File: src/rtl/heuristic_selector_seq.sv
// Sequential WalkSAT flip-variable selector: one candidate evaluated per clock.
// Optional macro HS_EARLY_EXIT_EN ends the ZERO/WALK scan as soon as a pick is made.
module heuristic_selector_seq #(
  parameter int          NSAT                     = 3,
  parameter int          MAX_CLAUSES_PER_VARIABLE = 20,
  parameter logic [31:0] P                        = 32'h6E147AE0,
  parameter int          SELW                     = (NSAT > 1) ? $clog2(NSAT) : 1,
  localparam int         MCB = (MAX_CLAUSES_PER_VARIABLE > 1) ? $clog2(MAX_CLAUSES_PER_VARIABLE) : 1,
  localparam int         CW  = $clog2(NSAT + 1)
) (
  input  logic                clk,
  input  logic                reset_n,
  input  logic                in_valid_i,
  output logic                in_ready_o,
  input  logic [NSAT*MCB-1:0] break_values_i,
  input  logic [NSAT-1:0]     break_values_valid_i,
  input  logic [31:0]         random_i,
  output logic                out_valid_o,
  input  logic                out_ready_i,
  output logic [SELW-1:0]     select_o,
  output logic                random_selection_o,
  output logic                no_candidate_o
);

  typedef enum logic [1:0] {S_IDLE, S_SCAN, S_DONE} state_t;
  typedef enum logic [1:0] {M_NONE, M_ZERO, M_WALK, M_GREEDY} mode_t;

  state_t          state_q, state_d;
  mode_t           mode_q, mode_d, mode_acc;
  logic [MCB-1:0]  vals_q [NSAT];
  logic [MCB-1:0]  vals_d [NSAT];
  logic [MCB-1:0]  bv_in  [NSAT];
  logic [NSAT-1:0] vmask_q, vmask_d;
  logic [CW-1:0]   k_q, k_d, cnt_q, cnt_d, nv, nv_div;
  logic [SELW-1:0] idx_q, idx_d, sel_q, sel_d;
  logic [MCB-1:0]  min_q, min_d;
  logic            scan_end_q, scan_end_d, found_q, found_d;
  logic            rsel_q, rsel_d, nocand_q, nocand_d;
  logic            has_zero, pick, last;
  logic [15:0]     k_full;
  logic            cur_v;
  logic [MCB-1:0]  cur_b;

  for (genvar gi = 0; gi < NSAT; gi++) begin : g_unpack
    assign bv_in[gi] = break_values_i[gi*MCB +: MCB];
  end

  // Request classification, only meaningful on the accepting edge.
  always_comb begin
    nv       = '0;
    has_zero = 1'b0;
    for (int i = 0; i < NSAT; i++) begin
      if (break_values_valid_i[i]) begin
        nv = nv + CW'(1);
        if (bv_in[i] == '0) has_zero = 1'b1;
      end
    end
    nv_div = (nv == '0) ? CW'(1) : nv;
    k_full = random_i[15:0] % 16'(nv_div);
    if (nv == '0)                             mode_acc = M_NONE;
    else if (has_zero)                        mode_acc = M_ZERO;
    else if (random_i > P && nv >= CW'(2))    mode_acc = M_WALK;
    else                                      mode_acc = M_GREEDY;
  end

  assign cur_v = vmask_q[idx_q];
  assign cur_b = vals_q[idx_q];
  assign last  = (idx_q == SELW'(NSAT - 1));

  always_comb begin
    state_d    = state_q;
    mode_d     = mode_q;
    vals_d     = vals_q;
    vmask_d    = vmask_q;
    k_d        = k_q;
    cnt_d      = cnt_q;
    idx_d      = idx_q;
    sel_d      = sel_q;
    min_d      = min_q;
    scan_end_d = scan_end_q;
    found_d    = found_q;
    rsel_d     = rsel_q;
    nocand_d   = nocand_q;
    pick       = 1'b0;
    case (state_q)
      S_IDLE: begin
        if (in_valid_i) begin
          vals_d     = bv_in;
          vmask_d    = break_values_valid_i;
          mode_d     = mode_acc;
          k_d        = CW'(k_full);
          cnt_d      = '0;
          idx_d      = '0;
          sel_d      = '0;
          min_d      = '0;
          scan_end_d = 1'b0;
          found_d    = 1'b0;
          rsel_d     = (mode_acc == M_WALK);
          nocand_d   = (mode_acc == M_NONE);
          state_d    = (mode_acc == M_NONE) ? S_DONE : S_SCAN;
        end
      end
      S_SCAN: begin
        // The extra cycle after the last evaluation registers the result before DONE.
        if (scan_end_q) begin
          state_d = S_DONE;
        end else begin
          case (mode_q)
            M_ZERO: pick = cur_v && !found_q && (cur_b == '0);
            M_WALK: begin
              pick = cur_v && !found_q && (cnt_q == k_q);
              if (cur_v) cnt_d = cnt_q + CW'(1);
            end
            default: pick = cur_v && (!found_q || cur_b < min_q);
          endcase
          if (pick) begin
            sel_d   = idx_q;
            min_d   = cur_b;
            found_d = 1'b1;
          end
`ifdef HS_EARLY_EXIT_EN
          if (last || (pick && mode_q != M_GREEDY)) scan_end_d = 1'b1;
          else                                      idx_d = idx_q + SELW'(1);
`else
          if (last) scan_end_d = 1'b1;
          else      idx_d = idx_q + SELW'(1);
`endif
        end
      end
      S_DONE: begin
        if (out_ready_i) state_d = S_IDLE;
      end
      default: state_d = S_IDLE;
    endcase
  end

  always_ff @(posedge clk or negedge reset_n) begin
    if (!reset_n) begin
      state_q    <= S_IDLE;
      mode_q     <= M_NONE;
      for (int i = 0; i < NSAT; i++) vals_q[i] <= '0;
      vmask_q    <= '0;
      k_q        <= '0;
      cnt_q      <= '0;
      idx_q      <= '0;
      sel_q      <= '0;
      min_q      <= '0;
      scan_end_q <= 1'b0;
      found_q    <= 1'b0;
      rsel_q     <= 1'b0;
      nocand_q   <= 1'b0;
    end else begin
      state_q    <= state_d;
      mode_q     <= mode_d;
      vals_q     <= vals_d;
      vmask_q    <= vmask_d;
      k_q        <= k_d;
      cnt_q      <= cnt_d;
      idx_q      <= idx_d;
      sel_q      <= sel_d;
      min_q      <= min_d;
      scan_end_q <= scan_end_d;
      found_q    <= found_d;
      rsel_q     <= rsel_d;
      nocand_q   <= nocand_d;
    end
  end

  assign in_ready_o         = (state_q == S_IDLE);
  assign out_valid_o        = (state_q == S_DONE);
  assign select_o           = sel_q;
  assign random_selection_o = rsel_q;
  assign no_candidate_o     = nocand_q;

endmodule
File: config.mk
export PLATFORM = sky130hd
export DESIGN_NAME = heuristic_selector_seq
export DESIGN_NICKNAME = d
export VERILOG_FILES = /design/src/rtl/heuristic_selector_seq.sv
export SDC_FILE = /design/constraint.sdc
export NUM_CORES = 1
export LEC_CHECK = 0
export CORE_UTILIZATION = 40
export CTS_CLUSTER_DIAMETER = 60
export DETAILED_ROUTE_END_ITERATION = 10
export GPL_TIMING_DRIVEN = 0
export HOLD_SLACK_MARGIN = 0.1
export PLACE_DENSITY = 0.68
export REMOVE_ABC_BUFFERS = 1
export SYNTH_ARGS = -nofsm -noshare
export SYNTH_HDL_FRONTEND = slang
export SYNTH_SLANG_ARGS = --single-unit
File: constraint.sdc
create_clock -name clk -period 3.41 [get_ports clk]
set_input_delay 0.341 -clock clk [delete_from_list [all_inputs] [get_ports clk]]
set_output_delay 0.341 -clock clk [all_outputs]
set_load 0.005 [all_outputs]
==> summary.md <==
| Metric | Value |
|---|---|
| Status | finished, violations left |
| Violated checks | negative setup slack |
| Drt first pass iters | 7 |
| CTS root buf | clkbuf_16 |
| Worst r2r src | idx_q[1]$_DFFE_PN0P_ |
| CP dominant cell by count | ha_1 |
| Minimum clock period | 22.03 ns |
| CP Launch Type | input port |
| Die H | 130 um |
| Seq/Total Area, Yosys | 14.9% |
| Area grow syn2layout | 54.6% |
| Simple-gate area share of the yosys netlist | 33.6% |
| Post-synth EDFFs | 0 |
| First-pass GRT wire length | 42900 um |
| Reg2reg setup slack | 0.37 ns |
| CTS tree | built |
| Clock Latency Late Sink | 0.29 ns |
| RSZ-0062 raised after global routing | true |
| Final antenna-violating net count | 0 |
| Slew Viols, Final | 0 |
| Area share of the leading cell type in the synthesized netlist | 14.9% |
| Io pins | 60 |
| Vias in the first global route | 8572 |
| Die width | 130 um |
| Count of final setup violators | 2 |
| Layout cell share with drive strength beyond 1 | 35.5% |
| YS warnings | 0 |
| Synth Area in XOR/XNOR | 2.41% |
| Worst setup path start | break_values_valid_i[1] |
| Initial antenna violation count | 0 |
| Core Footprint | 15900 um2 |
| Setup crit end | k_q[1]$_DFFE_PN0P_ |
| DIE AREA | 16900 um2 |
| H-tree depth | 2 |
| R2R cell count | 13 |
| Post-Route WL | 28800 um |
| Tot GR Track Use | 32.2% |
| Post-Syn Instances | 915 |
| Clock-pin slew on the worst setup and hold paths | 0.06 ns |
| CP required | 3.55 ns |
| RR Endpoint | min_q[3]$_DFFE_PN0P_ |
| Main synth FF type | dfrtp_1 |
| Synthesized flop and latch total | 39 |
| Place WS | -25.98 ns |
| Period utilization | 646% |
| GR met3 Demand/Resource | 5.00% |
| Crit Path Max Fanout | 6 |
| Synth area leaders | dfrtp_1, ha_1, nand2_1, nor2_1, a21oi_1 |
| Fin worst setup slack | -18.62 ns |
| # DRC | 0 |
| Routability cong. | 0.879 |
| Commonest non-fill, non-tap cells in the layout | buf_4, nand2_1, nor2_1, clkdlybuf4s50_1, a21oi_1 |
| Yosys cell types | 98 |
| Max_cap viols | 0 |
| TritonCTS Sinks | 39 |
| Clock buffer depth | 2 |
| Antenna diodes | 0 |
| Num CTS Buffers | 5 |
| Setup Crit Path Kind | in -> reg |
| CP max stage cell | fa_1 |
| Row count | 46 |
| Starting density of the core | 41.0% |
| GRT overflow | 0 |
| Compound-cell area share of the yosys netlist | 32.5% |
| Mux share of post-synthesis cell area | 4.36% |
| Top Usage Layer GRT | met2 |
| Max_slew headroom | 26.2% |
| Post-synthesis async set-or-reset flop share | 100% |
| Worst Hold Class | in -> async |
| DR vias/cell | 6.45 |
| Largest family of logic cells by synthesized area | simple AND/OR/NAND/NOR gates |
| CP Capture Type | register |
| Post-Synth Adder-Cell Area | 8.42% |
| Syn Std Cell Area | 6540 um2 |
| Met1 global-route usage | 38.7% |
| Max incr delay on CP | 0.48 ns |
| Fmax | 45.4 MHz |
| DR WL/cell | 20.2 um |
| DPL Wire Length | 14600 um |
| Most common cell after layout, fill and taps aside | buf_4 |
| # port buffers | 59 |
| DR iter-0 viols | 1308 |
| Mean cell area of the mapped netlist | 7.14 um2 |
| Worst path arrival time | 22.17 ns |
| Final Skew | 0.00749 ns |
| Fin nets | 1305 |
| Leading area contributor after synthesis | dfrtp_1 |
| Hold Violations, Final | 0 |
| GRT met2 Usage | 54.4% |
| Worst slew pin tran | 1.10 ns |
| Vias | 9198 |
| Largest net degree at the start of global routing | 40 |
-- Yosys cell counts, drive strengths merged, types with 18 or more instances --
master / count
clkbuf: 22
or2: 27
nand2: 130
dfrtp: 39
inv: 38
o31ai: 18
o21a: 23
mux2i: 27
nor2: 86
o21ai: 56
nand3: 28
nor3: 39
a21oi: 59
ha: 40
-- per-layer routing --
| metal | wire [um] | part of all wire (%) |
|---|---|---|
| met1 | 10800 | 38 |
| met2 | 13000 | 45 |
| met3 | 2820 | 9.8 |
| met4 | 2160 | 7.5 |
| met5 | 0 | 0 |
-- cell type report --
| type | instances | area (um2) |
|---|---|---|
| clock buffer | 5 | 125 |
| clock inverter | 3 | 20.0 |
| fill | 1253 | 5830 |
| inverter | 38 | 155 |
| multi-input combinational | 811 | 6050 |
| sequential | 39 | 976 |
| tap | 216 | 270 |
| timing repair buffer | 314 | 2510 |
-- registers in the layout, summed over array words and instances (netlist names) --
name                count
mode_q                  2
scan_end_q              1
select_o                2
idx_q                   2
no_candidate_o          1
vals_q                 15
state_q                 2
min_q                   5
k_q                     2
cnt_q                   2
found_q                 1
random_selection_o      1
vmask_q                 3
-- logic make-up after synthesis --
logic type / after synthesis
buffers and inverters: 65
xor gates and xnor gates: 18
adders and majority gates: 43
muxes: 28
AOI/OAI and AO/OA: 297
DFF: 39
and+or+nand+nor: 425
-- worst max-delay path: cells and delay by family --
| kind | cells | cell delay, ns |
|---|---|---|
| adders and majority gates | 17 | 4.52 |
| AOI/OAI and AO/OA | 41 | 6.92 |
| muxes | 8 | 1.95 |
| and+or+nand+nor | 44 | 7.63 |
| buffers and inverters | 8 | 0.80 |
-- how the worst min path moves through the flow --
stage                                        end                   from  slack [ns]
after floorplan             cnt_q[0]$_DFFE_PN0P_                reset_n        0.05
after global placement     vals_q[1]$_DFFE_PN0P_  vals_q[1]$_DFFE_PN0P_        0.46
after detailed placement   vals_q[6]$_DFFE_PN0P_  vals_q[6]$_DFFE_PN0P_        0.46
after CTS                 vals_q[12]$_DFFE_PN0P_                reset_n        0.20
after global routing      vals_q[10]$_DFFE_PN0P_                reset_n        0.24
final                      vals_q[5]$_DFFE_PN0P_                reset_n        0.17
-- timing repair --
| action | 4_1_cts | 5_1_grt |
|---|---|---|
| buffers inserted | 222 | 36 |
| hold buffers | 0 | 0 |
| resized for setup | 140 | 35 |
| pin swaps | 69 | 49 |
| endpoints found under the setup margin | 2 | 10 |
-- stage by stage --
step                      setup TNS (ns)  hold slack [ns]  cells  utilization (%)  area, um2
final                             -37.13            0.168   1426             63.4      10100
after global routing              -38.64            0.244   1426             63.4      10100
after CTS                         -35.35            0.198   1391             60.6       9660
after detailed placement          -51.93            0.463   1164             45.8       7310
after global placement            -58.61            0.457   1163             45.8       7290
after floorplan                   -41.31           0.0454    888                -       6430
Power is not shown: default switching activity piles up to over one toggle a cycle in this logic, so the estimate is an artifact.
